--- config.mk ---
export PLATFORM = sky130hd
export DESIGN_NAME = mul_seq
export DESIGN_NICKNAME = d
export VERILOG_FILES = /design/src/rtl/mul_seq.sv
export SDC_FILE = /design/constraint.sdc
export NUM_CORES = 1
export LEC_CHECK = 0
export CAP_MARGIN = 10
export CORE_MARGIN = 1
export CORE_UTILIZATION = 40
export DETAILED_ROUTE_END_ITERATION = 16
export PLACE_DENSITY = 0.63
export SLEW_MARGIN = 20
export SYNTH_ARGS = -nofsm -noshare
export SYNTH_HDL_FRONTEND = slang
export SYNTH_SLANG_ARGS = --single-unit
--- constraint.sdc ---
create_clock -name clk -period 4.05 [get_ports clk]
set_clock_uncertainty 0.15 [all_clocks]
set_input_delay 0.81 -clock clk [delete_from_list [all_inputs] [get_ports clk]]
set_output_delay 0.81 -clock clk [all_outputs]
set_load 0.03 [all_outputs]
--- src/rtl/mul_seq.sv ---
// rtl/mul_seq.sv - iterative shift-add multiplier, unsigned or two's-complement, WIDTH iterations
module mul_seq #(
  parameter int WIDTH = 8
) (
  input  logic               clk,
  input  logic               rst_n,
  input  logic               start,
  input  logic [WIDTH-1:0]   A,
  input  logic [WIDTH-1:0]   B,
  input  logic               Signed,
  output logic               ready,
  output logic               busy,
  output logic               done,
  output logic [2*WIDTH-1:0] Prod
);

  localparam int PW = 2 * WIDTH;
  localparam int CW = $clog2(WIDTH);
  localparam logic [CW-1:0] CNT_LAST = CW'(WIDTH - 1);

  localparam logic [0:0] S_IDLE = 1'b0;
  localparam logic [0:0] S_CALC = 1'b1;

  logic [0:0]       state;
  // Magnitude of A, shifted left once per iteration so it always sits at bit cnt.
  logic [PW-1:0]    mcand;
  // Magnitude of B, consumed LSB first.
  logic [WIDTH-1:0] mplier;
  logic [PW-1:0]    acc;
  logic [CW-1:0]    cnt;
  logic             neg;

  logic             accept;
  logic             last;
  logic [WIDTH-1:0] mag_a;
  logic [WIDTH-1:0] mag_b;
  logic             neg_in;
  logic [PW-1:0]    addend;
  logic [PW-1:0]    acc_sum;
  logic [PW-1:0]    prod_fin;

  assign ready  = (state == S_IDLE);
  assign busy   = (state == S_CALC);
  assign accept = ready & start;
  assign last   = (cnt == CNT_LAST);

  // Operand magnitudes and result sign, evaluated on the accepting edge.
  // The most-negative value maps onto 2^(WIDTH-1), which still fits unsigned.
  always_comb begin
    mag_a  = (Signed & A[WIDTH-1]) ? (~A + 1'b1) : A;
    mag_b  = (Signed & B[WIDTH-1]) ? (~B + 1'b1) : B;
    neg_in = Signed & (A[WIDTH-1] ^ B[WIDTH-1]);
  end

  // One shared adder per iteration, plus the final conditional negation.
  always_comb begin
    addend   = mplier[0] ? mcand : '0;
    acc_sum  = acc + addend;
    prod_fin = neg ? (~acc_sum + 1'b1) : acc_sum;
  end

  // Control state, iteration counter and done pulse.
  always_ff @(posedge clk or negedge rst_n) begin
    if (!rst_n) begin
      state <= S_IDLE;
      cnt   <= '0;
      done  <= 1'b0;
    end else begin
      done <= 1'b0;
      case (state)
        S_IDLE: begin
          if (accept) begin
            cnt   <= '0;
            state <= S_CALC;
          end
        end
        S_CALC: begin
          cnt <= cnt + 1'b1;
          if (last) begin
            done  <= 1'b1;
            state <= S_IDLE;
          end
        end
        default: state <= S_IDLE;
      endcase
    end
  end

  // Datapath: operands captured on accept, accumulated while calculating.
  // Inputs are not looked at again until the next accept.
  always_ff @(posedge clk or negedge rst_n) begin
    if (!rst_n) begin
      mcand  <= '0;
      mplier <= '0;
      acc    <= '0;
      neg    <= 1'b0;
    end else if (accept) begin
      mcand  <= {{WIDTH{1'b0}}, mag_a};
      mplier <= mag_b;
      acc    <= '0;
      neg    <= neg_in;
    end else if (busy) begin
      acc    <= acc_sum;
      mcand  <= mcand << 1;
      mplier <= mplier >> 1;
    end
  end

  // Result register: only a completed operation updates it.
  always_ff @(posedge clk or negedge rst_n) begin
    if (!rst_n) begin
      Prod <= '0;
    end else if (busy && last) begin
      Prod <= prod_fin;
    end
  end

endmodule

**Word-level counts from Yosys, hierarchy flattened**

Cells that the tools add are included.

- $add $sub $neg: 5
- Eq/ne operators: 2
- Muxes and demuxes: 17
- Bitwise operators: 9
- Reductions and logical operators: 2

Operators by type and width:

| kind | number |
|---|---|
| $mux 16 | 6 |
| $mux 8 | 4 |
| $add 16x1->16 const B | 1 |
| $add 16x16->16 | 1 |
| $add 8x1->8 const B | 2 |
| $not 16->16 | 1 |
| $not 8->8 | 2 |
| $pmux 3 s2 | 1 |
| $and 1x1->1 | 4 |
| $mux 1 | 4 |
| $add 3x1->3 const B | 1 |
| $eq 3x3->1 const B | 1 |
| $mux 3 | 1 |
| $ne 2x1->1 const B | 1 |
| $pmux 1 s2 | 1 |
| $reduce_bool 2->1 | 1 |
| $logic_and 1x1->1 | 1 |
| $not 1->1 | 1 |
| $xor 1x1->1 | 1 |

- Flip-flop bits (word level): 62

**Depth between registers and ports, before layout**

- Word-level depth: 5
- Depth in mapped cells: 12
- Mapped depth without buffers: 11

**Least setup slack after synthesis**

No wires, ideal clock.

- Kind: flip-flop to flip-flop
- Start point: register mplier[0]
- End point: register Prod[15]
- Arrival: 3024 ps
- Required time: 3775 ps
- Path slack: 751 ps
- Stages on the path, launching flop included: 13
- Buffers on the path: 1
- Period minus slack after synthesis: 3299 ps
- Cells stage by stage: dfrtp_1 -> clkbuf_1 -> and2_1 -> ha_1 -> fa_1 -> and3_1 -> or3_1 -> o2bb2ai_1 -> nor4_2 -> o2111ai_1 -> o41ai_2 -> xnor2_1 -> mux2_4

- Word-level cells in the longest chain between the ends: 5

Ends and longest elaborated chain:

| item | RTL line | text |
|---|---|---|
| from (decl) | 28 | `logic [WIDTH-1:0] mplier;` |
| from (signal assigned) | 99 | `mplier <= mag_b;` |
| from (signal assigned) | 105 | `mplier <= mplier >> 1;` |
| $mux 16 (*) | 57 | `addend = mplier[0] ? mcand : '0;` |
| $add 16x16->16 (*) | 58 | `acc_sum = acc + addend;` |
| $not 16->16 | 59 | `prod_fin = neg ? (~acc_sum + 1'b1) : acc_sum;` |
| $add 16x1->16 | 59 |  |
| $mux 16 (*) | 59 |  |
| to (signal assigned) | 114 | `Prod <= prod_fin;` |
| to (decl) | 14 | `output logic [2*WIDTH-1:0] Prod` |

Every way passes the cells marked *; elsewhere a longest branch is shown, timed or not.
A chain may end at the register's enable or synchronous reset.

**Final worst setup path**

- Start point: register mplier[0]
- End point: register Prod[14]

The elaborated chain is that of the path after synthesis.

==> flow_results.org <==
** Yosys
- Library cell occupying the most area in the post-synthesis netlist :: sky130_fd_sc_hd__dfrtp_1
- Synthesis produced a netlist with a net count of 480.
- Post-synth EDFFs :: 0
- Cell area after synthesis :: 3980 um2
- Main area contributors after synthesis :: sky130_fd_sc_hd__dfrtp_1 39%, sky130_fd_sc_hd__ha_1 6.3%, sky130_fd_sc_hd__o21ai_0 6.2%
- Post-Syn Area per Cell :: roughly 9.1 um2
- Flip-flop and latch count after synthesis :: 62
- In the synthesized netlist the async set-or-reset flop fraction comes to between 90% and 100%.
- Portion of synthesized cell area occupied by the leading cell type :: around two fifths
- During synthesis, Yosys emitted a total of 0 warnings.
- After technology mapping, the gate count stands at around 440.
- The synthesized netlist contains 64 unique library cells.
- For this run, the register share of the synthesized area comes to around 40%.
- Main synth FF type :: sky130_fd_sc_hd__dfrtp_1

** Floorplanning
- I/O pin total :: 39
- The floorplan step set the die width to slightly above 100 um.
- Core area :: 9730 um2
- The floorplan step defined a die boundary enclosing between 10,000 and 15,000 um2.
- Initial cell density of the core :: about 41%
- Chip Height :: slightly above 100 um
- Rows :: 36

** Power
- Total leakage power :: slightly above 2 nW
- Power after layout :: 0.00312 W
- Power per cell area :: between 600 and 700 nW/um2
- Worst supply voltage drop on vdd :: 332 uV

** Route
- First drt pass iteration count :: 4
- After detailed routing, the total wire length is roughly 8.5 mm.
- DR iter-0 viols :: 133
- For this run, design rule violations remaining after detail routing come to 0.
- Using the TritonRoute via totals, the vias-per-cell ratio works out to roughly 5.4.
- Via Count :: between 3k and 4k
- Mean routed wirelength per cell :: approximately 14 um
- The count of nets left with antenna violations once routing finished came out at 0.

** Critical path
- STA puts the critical path data required time at slightly above 4000 ps.
- Critical Path AT :: approximately 3600 ps
- The worst setup path is launched from a flop.
- Critical path capture point type :: flop
- In this run the worst path has a maximum fanout of 17.
- The critical path is of the flop to flop type.
- Reg2Reg Depth :: 11

** Placed design
- In this run the tool buffered the top-level ports with 38 buffer cells.
- The congestion estimate from routability-driven global placement came to roughly 0.81.
- The HPWL after detailed placement is ~6.2 mm.

** Timing
- Remaining max-slew budget at the tightest pin :: 41.2%
- For the pin with the worst max-slew slack, the measured transition is slightly below 900 ps.
- In the final timing run, aggregate negative setup slack is 0 ps.
- Clock period minus worst slack :: 3560 ps
- The final max-slew violation count is 0.
- Final setup violating endpoints :: 0
- The number of hold-slack violations in the final timing report came to 0.
- Setup repair after global routing missed its margin :: no
- Fmax achieved :: 0.281 GHz
- Fraction of the cycle the final worst path needs :: a little under 90%

** Clocking
- The clock passes through at most 2 buffers.
- Sink Count :: 62
- Worst skew pair latency :: 350 ps
- In this run, CTS created clock tree buffers numbering 9.
- TritonCTS built the clock tree.
- Number of resized instances in the post-cts repair step :: 0
- CTS built an H-tree with a depth of 3.
- Root Buffer Master :: sky130_fd_sc_hd__clkbuf_8
- Clock transition at the register clock pins on the worst setup and hold paths after CTS :: approximately 70 ps
- Buffers added to address setup during post-CTS repair amount to 0.
- Hold Buf Count CTS :: 0

** Finish
- In the final layout, the share of cells above drive strength 1 is under 10%.
- Commonest cells after routing, fill and taps aside :: 62 x sky130_fd_sc_hd__dfrtp_1, 56 x sky130_fd_sc_hd__nand2_1, 49 x sky130_fd_sc_hd__o21ai_0, 37 x sky130_fd_sc_hd__clkdlybuf4s50_1, 29 x sky130_fd_sc_hd__a21oi_1
- Leaving out fill and tap cells, the most frequent cell in the layout is sky130_fd_sc_hd__dfrtp_1.
- The repair_antennas step left the layout with diodes totalling 0.
- Relative to the synthesized area, the layout overhead comes to 17.7%.
- Core utilization of the finished layout :: ~48%
- Net total in the final layout :: about 510

** Global route
- First-pass GRT wire length :: 14.4 mm
- The initial antenna violation count is 0.
- Global routing finished with a remaining overflow of 0.
- The number of global-route vias before repair came to roughly 3.1k.
- Entering global routing, the biggest net connects 54 pins.
- Total GRT Usage :: a little under a fifth

** Run
- Number of violations of the max-capacitance limit :: 0

** Status
- The run finished with clean final reports.

** Hold path
- The worst hold path was traced through 2 stages.
- Hold Crit Class :: flop to flop
[metrics by stage]
step,setup slack (ps),std cells,area [um2],hold slack (ps)
6_report,487,611,4690,324
5_1_grt,257,611,4690,353
4_1_cts,472,611,4690,329
3_5_place_dp,481,595,4470,314
3_3_place_gp,547,595,4470,300
2_1_floorplan,751,439,3980,298
[cells in the mapped netlist, drive strengths merged, types with 3 or more instances]
cell type  number
dfrtp          62
nand2          56
o21ai          50
a21oi          32
a22o           20
ha             20
xnor2          20
and2           19
nor2           17
clkbuf         16
inv            15
nand3          15
a21o            9
xor2            8
and3            7
nor3            7
or3             5
a2111oi         4
a31oi           4
buf             4
o31ai           4
a311oi          3
mux2            3
mux2i           3
nor2b           3
nor4            3
[registers in the layout (all words and copies together) (netlist names)]
name / flops
cnt: 3
done: 1
mplier: 8
acc: 16
busy: 1
Prod: 16
neg: 1
mcand: 16
[where the power goes]
group / switching, W / leakage (nW) / internal [W]
clock network: 0.000236 / 0.115 / 0.000349
registers: 0.000166 / 0.805 / 0.000855
logic: 0.000877 / 1.14 / 0.000631
[final cells by class]
class	count	area [um2]
Tap cell	133	166
Inverter	17	63.8
Sequential cell	62	1550
Fill cell	961	5040
Clock buffer	13	179
Multi-Input combinational cell	340	2280
Timing Repair Buffer	43	413
Clock inverter	3	40.0
[kinds of logic (layout without fill, tap and decap cells)]
group | Yosys count | count (layout) | synth area share (%)
AOI/OAI and AO/OA | 143 | 143 | 24.7
xor gates and xnor gates | 28 | 28 | 6.16
adders and majority gates | 21 | 21 | 6.78
buffers and inverters | 37 | 76 | 3.93
DFF | 62 | 62 | 38.9
muxes | 6 | 6 | 1.70
and+or+nand+nor | 142 | 142 | 17.8
[worst max-delay path, stage by stage, from the launching register on]
cell                       delay, ps
sky130_fd_sc_hd__dfrtp_1         520
sky130_fd_sc_hd__and2_1          210
sky130_fd_sc_hd__ha_1            210
sky130_fd_sc_hd__fa_1            450
sky130_fd_sc_hd__a21oi_2         190
sky130_fd_sc_hd__o211a_1         240
sky130_fd_sc_hd__nor3_1           80
sky130_fd_sc_hd__a311oi_2        380
sky130_fd_sc_hd__nand4_1         250
sky130_fd_sc_hd__o41ai_1         490
sky130_fd_sc_hd__xor2_1          180
sky130_fd_sc_hd__o21ai_0          80
[worst paths after layout]
| path | startpoint | to | slack (ps) |
|---|---|---|---|
| max | mplier[0] | Prod[14] | 490 |
| min | Prod[7] | Prod[7] | 320 |
| max reg2reg | mplier[0] | Prod[14] | 490 |
| min reg2reg | Prod[7] | Prod[7] | 320 |
| max in group asynchronous | rst_n | acc[2] | 2620 |
| min in group asynchronous | rst_n | done | 430 |
[layer usage]
layer	GRT usage, %	vias up	wire, um
met2	27.8	94	3850
met5	0	-	0
met3	3.52	11	384
met1	24.2	1549	4140
met4	9.14	0	135
li1	-	1650	-
No activity file was read; power rests on OpenSTA's default activity.
